`src/rtl/imem_port_arbiter.sv`:
```
// rtl/imem_port_arbiter.sv - single-port instruction memory arbiter for fetch and loader ports
// Optional performance counters are built when IMEM_ARB_PERF_EN is defined.
module imem_port_arbiter #(
  parameter int ADDR_W    = 12,
  parameter int MEM_LAT   = 1,
  parameter int MAX_BURST = 4
) (
  input  logic              clk,
  input  logic              rst_n,
  input  logic              i_fetch_req,
  input  logic [31:0]       i_fetch_addr,
  input  logic              i_fetch_flush,
  output logic              o_fetch_gnt,
  output logic              o_fetch_rvalid,
  output logic [31:0]       o_fetch_rdata,
  input  logic              i_ld_req,
  input  logic              i_ld_we,
  input  logic [31:0]       i_ld_addr,
  input  logic [31:0]       i_ld_wdata,
  output logic              o_ld_gnt,
  output logic              o_ld_rvalid,
  output logic [31:0]       o_ld_rdata,
  output logic              o_mem_en,
  output logic              o_mem_we,
  output logic [ADDR_W-1:0] o_mem_addr,
  output logic [31:0]       o_mem_wdata,
`ifdef IMEM_ARB_PERF_EN
  input  logic [31:0]       i_mem_rdata,
  output logic [31:0]       o_perf_fetch_wait,
  output logic [15:0]       o_perf_flush_drop
`else
  input  logic [31:0]       i_mem_rdata
`endif
);

  typedef enum logic {S_IDLE, S_BUSY} state_t;

  localparam logic [2:0] LAT_M1    = 3'(MEM_LAT - 1);
  localparam logic [3:0] BURST_LIM = 4'(MAX_BURST);

  state_t      r_state, w_state_nxt;
  logic [2:0]  r_cnt, w_cnt_nxt;
  logic [3:0]  r_streak, w_streak_nxt;
  logic        r_owner_ld, w_owner_ld_nxt;
  logic        r_owner_we, w_owner_we_nxt;
  logic        r_kill, w_kill_nxt;
  logic [31:0] r_fetch_rdata, r_ld_rdata;

  logic w_slot_free, w_resp, w_ld_win, w_fe_win, w_grant;
  logic w_fe_rvalid, w_ld_rvalid;
  logic w_unused;

  // Combinational outputs are gated by rst_n so everything reads 0 while in reset.
  assign w_resp      = rst_n && (r_state == S_BUSY) && (r_cnt == 3'd0);
  assign w_slot_free = rst_n && ((r_state == S_IDLE) || (r_cnt == 3'd0));
  assign w_ld_win    = w_slot_free && i_ld_req && (!i_fetch_req || (r_streak >= BURST_LIM));
  assign w_fe_win    = w_slot_free && i_fetch_req && !w_ld_win;
  assign w_grant     = w_fe_win || w_ld_win;

  // A flush arriving in the response cycle itself still suppresses that response.
  assign w_fe_rvalid = w_resp && !r_owner_ld && !r_kill && !i_fetch_flush;
  assign w_ld_rvalid = w_resp && r_owner_ld && !r_owner_we;

  assign o_fetch_gnt    = w_fe_win;
  assign o_ld_gnt       = w_ld_win;
  assign o_fetch_rvalid = w_fe_rvalid;
  assign o_ld_rvalid    = w_ld_rvalid;
  assign o_fetch_rdata  = w_fe_rvalid ? i_mem_rdata : r_fetch_rdata;
  assign o_ld_rdata     = w_ld_rvalid ? i_mem_rdata : r_ld_rdata;

  assign o_mem_en    = w_grant;
  assign o_mem_we    = w_ld_win && i_ld_we;
  assign o_mem_addr  = w_ld_win ? i_ld_addr[ADDR_W+1:2] :
                       w_fe_win ? i_fetch_addr[ADDR_W+1:2] : '0;
  assign o_mem_wdata = w_ld_win ? i_ld_wdata : '0;

  assign w_unused = ^{i_fetch_addr[31:ADDR_W+2], i_fetch_addr[1:0],
                      i_ld_addr[31:ADDR_W+2], i_ld_addr[1:0]};

  always_comb begin
    w_state_nxt    = r_state;
    w_cnt_nxt      = r_cnt;
    w_owner_ld_nxt = r_owner_ld;
    w_owner_we_nxt = r_owner_we;
    w_kill_nxt     = r_kill;
    w_streak_nxt   = r_streak;

    if (w_grant) begin
      w_state_nxt    = S_BUSY;
      w_cnt_nxt      = LAT_M1;
      w_owner_ld_nxt = w_ld_win;
      w_owner_we_nxt = w_ld_win && i_ld_we;
      w_kill_nxt     = 1'b0;
    end else if (r_state == S_BUSY) begin
      if (r_cnt != 3'd0) begin
        w_cnt_nxt = r_cnt - 3'd1;
        if (!r_owner_ld && i_fetch_flush) begin
          w_kill_nxt = 1'b1;
        end
      end else begin
        w_state_nxt = S_IDLE;
        w_kill_nxt  = 1'b0;
      end
    end

    if (!i_ld_req || w_ld_win) begin
      w_streak_nxt = 4'd0;
    end else if (w_fe_win && (r_streak != 4'hF)) begin
      w_streak_nxt = r_streak + 4'd1;
    end
  end

  always_ff @(posedge clk or negedge rst_n) begin
    if (!rst_n) begin
      r_state       <= S_IDLE;
      r_cnt         <= 3'd0;
      r_streak      <= 4'd0;
      r_owner_ld    <= 1'b0;
      r_owner_we    <= 1'b0;
      r_kill        <= 1'b0;
      r_fetch_rdata <= 32'd0;
      r_ld_rdata    <= 32'd0;
    end else begin
      r_state    <= w_state_nxt;
      r_cnt      <= w_cnt_nxt;
      r_streak   <= w_streak_nxt;
      r_owner_ld <= w_owner_ld_nxt;
      r_owner_we <= w_owner_we_nxt;
      r_kill     <= w_kill_nxt;
      if (w_fe_rvalid) begin
        r_fetch_rdata <= i_mem_rdata;
      end
      if (w_ld_rvalid) begin
        r_ld_rdata <= i_mem_rdata;
      end
    end
  end

`ifdef IMEM_ARB_PERF_EN
  logic        w_fe_drop;
  logic [31:0] r_perf_fetch_wait;
  logic [15:0] r_perf_flush_drop;

  assign w_fe_drop = w_resp && !r_owner_ld && (r_kill || i_fetch_flush);

  always_ff @(posedge clk or negedge rst_n) begin
    if (!rst_n) begin
      r_perf_fetch_wait <= 32'd0;
      r_perf_flush_drop <= 16'd0;
    end else begin
      if (i_fetch_req && !w_fe_win) begin
        r_perf_fetch_wait <= r_perf_fetch_wait + 32'd1;
      end
      if (w_fe_drop && (r_perf_flush_drop != 16'hFFFF)) begin
        r_perf_flush_drop <= r_perf_flush_drop + 16'd1;
      end
    end
  end

  assign o_perf_fetch_wait = r_perf_fetch_wait;
  assign o_perf_flush_drop = r_perf_flush_drop;
`endif

endmodule

```
`config.mk`:
```
export PLATFORM = sky130hd
export DESIGN_NAME = imem_port_arbiter
export DESIGN_NICKNAME = d
export VERILOG_FILES = /design/src/rtl/imem_port_arbiter.sv
export SDC_FILE = /design/constraint.sdc
export NUM_CORES = 1
export LEC_CHECK = 0
export BUFFER_PORTS_ARGS = -buffer_cell sky130_fd_sc_hd__buf_4
export CAP_MARGIN = 20
export CELL_PAD_IN_SITES_DETAIL_PLACEMENT = 2
export CELL_PAD_IN_SITES_GLOBAL_PLACEMENT = 2
export CORE_MARGIN = 5
export CORE_UTILIZATION = 22
export DETAILED_ROUTE_END_ITERATION = 8
export PLACE_DENSITY = 0.75
export SKIP_LAST_GASP = 1
export SLEW_MARGIN = 25
export SYNTH_ARGS = -nofsm -noshare
export SYNTH_HDL_FRONTEND = slang
export SYNTH_SLANG_ARGS = --single-unit
```
`constraint.sdc`:
```
create_clock -name clk -period 1.91 [get_ports clk]
set_clock_uncertainty 0.05 [all_clocks]
set_input_delay 0.0955 -clock clk [delete_from_list [all_inputs] [get_ports clk]]
set_output_delay 0.0955 -clock clk [all_outputs]
set_load 0.1 [all_outputs]
```
; ---- Word-level counts from Yosys, hierarchy flattened
; Index checks and enable logic that the tools add are counted.
[totals]
ff_bits = 75
input_bits = 134
out_inout_bits = 114
wordCells = 64
[classes]
addsub = 2
n_lt_le_gt_ge = 1
n_eq_ne = 2
n_mux = 17
n_bitwise = 1
n_reduce_logical = 33
[op_table]
columns = operator, count
row1 = $mux 32, 3
row2 = $mux 12, 2
row3 = $logic_and 1x1->1, 15
row4 = $mux 3, 3
row5 = $mux 4, 2
row6 = $logic_not 1->1, 7
row7 = $mux 1, 7
row8 = $reduce_bool 2->1, 3
row9 = $add 4x1->4 const B, 1
row10 = $ge 4x3->1 const B, 1
row11 = $logic_or 1x1->1, 4
row12 = $ne 4x4->1 const B, 1
row13 = $reduce_and 2->1, 2
row14 = $logic_not 3->1, 1
row15 = $ne 3x2->1 const B, 1
row16 = $reduce_bool 3->1, 1
row17 = $sub 3x1->3 const B, 1
row18 = $not 1->1, 1

; ---- Logic depth before layout (Yosys ltp)
[depth]
ltp_word = 10
depth_mapped = 9
mapped_depth_nobuf = 6

; ---- Least setup slack after synthesis
; No wires, ideal clock.
[synth_path]
path_kind = register to register
start = reg r_cnt[0]
end = reg r_state
arrival_ns = 3.632
t_required_ns = 1.782
setup_slack_ns = -1.851
stages_incl_launch_ff = 8
path_buffers = 1
synth_period_minus_slack_ns = 3.761
cell_sequence = dfrtp_1 inv_1 ha_1 ha_1 nor2b_1 buf_2 nor3_1 or2_2
[synth_between]
elab_chain_len = 9
word_cells_on_any_way = 13
[synth_lines]
columns = item, line
row1 = "start, declared", 42  ; logic [2:0] r_cnt, w_cnt_nxt;
row2 = "start signal, assigned", 125  ; r_cnt <= w_cnt_nxt;
row3 = $logic_not 3->1 *, 55  ; assign w_slot_free = rst_n && ((r_state == S_IDLE) || (r_cnt == 3'd0));
row4 = $logic_or 1x1->1 *, 55
row5 = $logic_and 1x1->1 *, 55
row6 = $logic_and 1x1->1 (2 in a row), 56  ; assign w_ld_win = w_slot_free && i_ld_req && (!i_fetch_req || (r_streak >= BURST_LIM));
row7 = $logic_not 1->1, 57  ; assign w_fe_win = w_slot_free && i_fetch_req && !w_ld_win;
row8 = $logic_and 1x1->1, 57
row9 = $logic_or 1x1->1 *, 58  ; assign w_grant = w_fe_win || w_ld_win;
row10 = net o_mem_en, 23  ; output logic o_mem_en,
row11 = $mux 1 *, 88  ; if (w_grant) begin
row12 = net w_state_nxt, 41  ; state_t r_state, w_state_nxt;
row13 = "end signal, assigned", 124  ; r_state <= w_state_nxt;
row14 = "end, declared", 41
; The timed path passes the listed nets; every way through them passes the cells marked *.
; A chain may end at the register's enable or synchronous reset.

; ---- Final worst setup path
[layout_path]
start = reg r_cnt[0]
end = out o_fetch_rdata[11]
[layout_between]
elab_chain_len = 6
[layout_lines]
columns = item, line
row1 = $logic_not 3->1, 54  ; assign w_resp = rst_n && (r_state == S_BUSY) && (r_cnt == 3'd0);
row2 = $logic_and 1x1->1, 54
row3 = $logic_and 1x1->1 (3 in a row), 61  ; assign w_fe_rvalid = w_resp && !r_owner_ld && !r_kill && !i_fetch_flush;
row4 = $mux 32, --
row5 = "end, declared", 15  ; output logic [31:0] o_fetch_rdata,
; No other way between the ends.

==> flow_metrics.env <==
export IMPL_worstPathMaxFanout=19
export IMPL_worstPathCellList="inv_2 -> ha_4 -> ha_4 -> nand3_4 -> or4_4 -> buf_12 -> mux2_4 -> buf_6"
export IMPL_grt_pass1_wl_um=24900
export IMPL_r2r_slack_ps=-300
export IMPL_path_buf_inv=3
export IMPL_p_per_area_mw_per_mm2=1980
export IMPL_report_final_setup_viol=188
export IMPL_crit_family="simple AND/OR/NAND/NOR gates"
export IMPL_wl_um=17700
export IMPL_yosysSeqAreaShare=0.539
export IMPL_swShare=0.522
export IMPL_slew_headroom=0.427
export IMPL_critPathArrivalTime_ps=2360
export IMPL_synth_nets=382
export IMPL_grt_pass1_vias=4064
export IMPL_yosys_warnings=0
export IMPL_synth_area_mm2=0.00348
export IMPL_fillers=1426
export IMPL_netlist_top_cells_count="dfrtp_1, mux2_2, and2_1"
export IMPL_port_buffer_count=207
export IMPL_path_clk_slew_ps=60
export IMPL_htreeDepth=3
export IMPL_multiInputGateArea_mm2=0.00188
export IMPL_seqPwrFrac=0.155
export IMPL_dp_cells=674
export IMPL_ys_ff_latch=75
export IMPL_cpPeakStageDelay_ps=470
export IMPL_finalHoldViolations=0
export IMPL_antenna_found_initial=0
export IMPL_cellLeakagePower_nw=3.96
export IMPL_io_pin_count=248
export IMPL_combPwrFrac=0.729
export IMPL_grt_use_total=0.182
export IMPL_violations="negative setup slack"
export IMPL_synthToLayoutAreaGrowth_pct=139
export IMPL_switchingPower_mw=8.58
export IMPL_final_layout_size_suffix_gt1_frac=0.758
export IMPL_post_route_period_util=1.31
export IMPL_die_width_um=136
export IMPL_ir_worst_vdd_v=0.000847
export IMPL_status="complete, but fails checks"
export IMPL_grt_max_degree=66
export IMPL_via_per_inst=4.32
export IMPL_cp_required_ps=1760
export IMPL_netlist_instances=245
export IMPL_synth_top_cells_by_area="dfrtp_1, mux2_4, mux2_2"
export IMPL_clock_latency_ps=340
export IMPL_drcViolationCount=0
export IMPL_worst_slew_pin_slew_ps=860
export IMPL_antenna_cells=0
export IMPL_intPower_mw=7.86
export IMPL_async_flop_share=1.00
export IMPL_regArea_mm2=0.00188
export IMPL_synth_enable_flop_cells=0
export IMPL_post_dp_hpwl_um=10000
export IMPL_final_max_slew_viol_count=0
export IMPL_synth_most_common_cell="dfrtp_1"
export IMPL_wl_per_cell_um=23.1
export IMPL_fin_nets=682
export IMPL_cts_tree="done"
export IMPL_worst_path_most_repeated_cell="ha_4"
export IMPL_cp_slowest_cell="or4_4"
export IMPL_cts_buffer_depth=2
export IMPL_first_iter_violations=85
export IMPL_synth_largest_area_cell="dfrtp_1"
export IMPL_fmax_mhz=400
export IMPL_critPathLaunchType="register"
export IMPL_fp_dieH_um=136
export IMPL_rsz0062_at_grt="true"
export IMPL_setup_slack_ps=-593
export IMPL_vias=3309
export IMPL_finalCriticalPeriod_ps=2500
export IMPL_core_area_mm2=0.0157
export IMPL_yosysUniqueCellTypes=37
export IMPL_cts_buffers=9
export IMPL_critPathKind="reg -> out"
export IMPL_clock_sinks=75
export IMPL_fin_util=0.529
export IMPL_fin_cells=766
export IMPL_dr_pass1_iters=4
export IMPL_rows=46
export IMPL_cap_violations=0
export IMPL_die_area_mm2=0.0184
export IMPL_synth_flop_cell="dfrtp_1"
export IMPL_p_clk_frac=0.115
export IMPL_synth_top_area_frac=0.539
export IMPL_avgSynthCellArea_um2=14.2
export IMPL_endpoint_kind="primary output"
export IMPL_cts_root_buf="clkbuf_16"
export IMPL_min_path_type="in -> reg"
export IMPL_overflow=0
export IMPL_start_util=0.221
export IMPL_ant_nets=0
export IMPL_gp_congestion=0.739
export IMPL_total_power_mw=16.4
-- worst reg2reg max path: stages, from the launching register on --
cell	delay (ps)
dfrtp_1	390
inv_2	80
ha_4	140
ha_4	140
nand3_4	70
buf_6	130
nor3_4	210
buf_6	180
buf_12	140
mux2_4	330
buf_6	120
buf_4	110
-- registers in the layout, summed over array words and instances, names as in the netlist --
| register | flops |
|---|---|
| r_kill | 1 |
| r_streak | 4 |
| r_owner_we | 1 |
| r_cnt | 3 |
| r_ld_rdata | 32 |
| r_owner_ld | 1 |
| r_state | 1 |
| r_fetch_rdata | 32 |
-- layout by cell type (no fill, tap or decap), types with 4 or more instances in the layout --
cell,n
dfrtp_1,75
buf_16,5
buf_12,88
clkbuf_16,12
inv_1,5
buf_6,47
and2_4,33
buf_8,15
a22o_4,12
dlygate4sd3_1,35
nor2_1,4
mux2_4,61
buf_4,111
-- power groups by stage --
stage | clock network [mW] | registers [mW] | logic, mW
2_1_floorplan | 0 | 2.44 | 7.49
3_3_place_gp | 0 | 2.50 | 9.11
3_5_place_dp | 0 | 2.53 | 9.24
4_1_cts | 1.92 | 2.52 | 11.0
5_1_grt | 2.03 | 2.62 | 12.3
6_report | 1.89 | 2.55 | 12.0
-- routing by layer --
layer  global-route usage  share of wire
met3               0.0739          0.091
met1                0.178           0.34
met4               0.0638          0.020
met2                0.343           0.55
met5                    0              0
-- repair_timing --
item,4_1_cts,5_1_grt
pin swaps,6,10
gates cloned,6,3
hold endpoints to repair,136,0
buffers inserted,14,23
resized for setup,268,79
hold buffers,35,0
setup endpoints to repair,179,189
-- kinds of logic (layout without fill, tap and decap cells) --
| group | count (synthesis) | count (layout) | synth area share |
|---|---|---|---|
| flops | 75 | 75 | 0.539 |
| mux | 66 | 66 | 0.244 |
| simple gates | 53 | 53 | 0.100 |
| compound gates | 24 | 24 | 0.0579 |
| buf+inv | 23 | 328 | 0.0453 |
| fa+ha+maj | 3 | 3 | 0.0108 |
| xor+xnor | 1 | 1 | 0.00252 |
-- final cells by class --
| class | count | area share |
|---|---|---|
| clock buffer | 10 | 0.0288 |
| clock inverter | 6 | 0.0107 |
| inverter | 8 | 0.00407 |
| multi-input combinational | 147 | 0.227 |
| sequential | 75 | 0.226 |
| tap | 216 | 0.0325 |
| timing repair buffer | 304 | 0.471 |
-- metrics by stage --
stage	area [um2]	setup slack (ps)	hold WS, ps	TNS (ps)
6_report	8310	-593	49.1	-64960
5_1_grt	8310	-684	57.7	-81170
4_1_cts	7780	-660	4.10	-72600
3_5_place_dp	5770	-332	34.2	-38860
3_3_place_gp	5770	-274	29.3	-31020
2_1_floorplan	3920	-279	-250	-33940
-- final timing paths --
kind	start	to	depth (start not counted)
setup / recovery	r_cnt[0]	o_fetch_rdata[11]	8
hold / removal	i_ld_req	r_streak[3]	2
setup reg to reg	r_cnt[0]	r_ld_rdata[12]	11
hold reg to reg	r_ld_rdata[4]	r_ld_rdata[4]	1
max in group asynchronous	rst_n	r_fetch_rdata[13]	3
min in group asynchronous	rst_n	r_cnt[1]	3
Power figures use the tool's default switching activity.
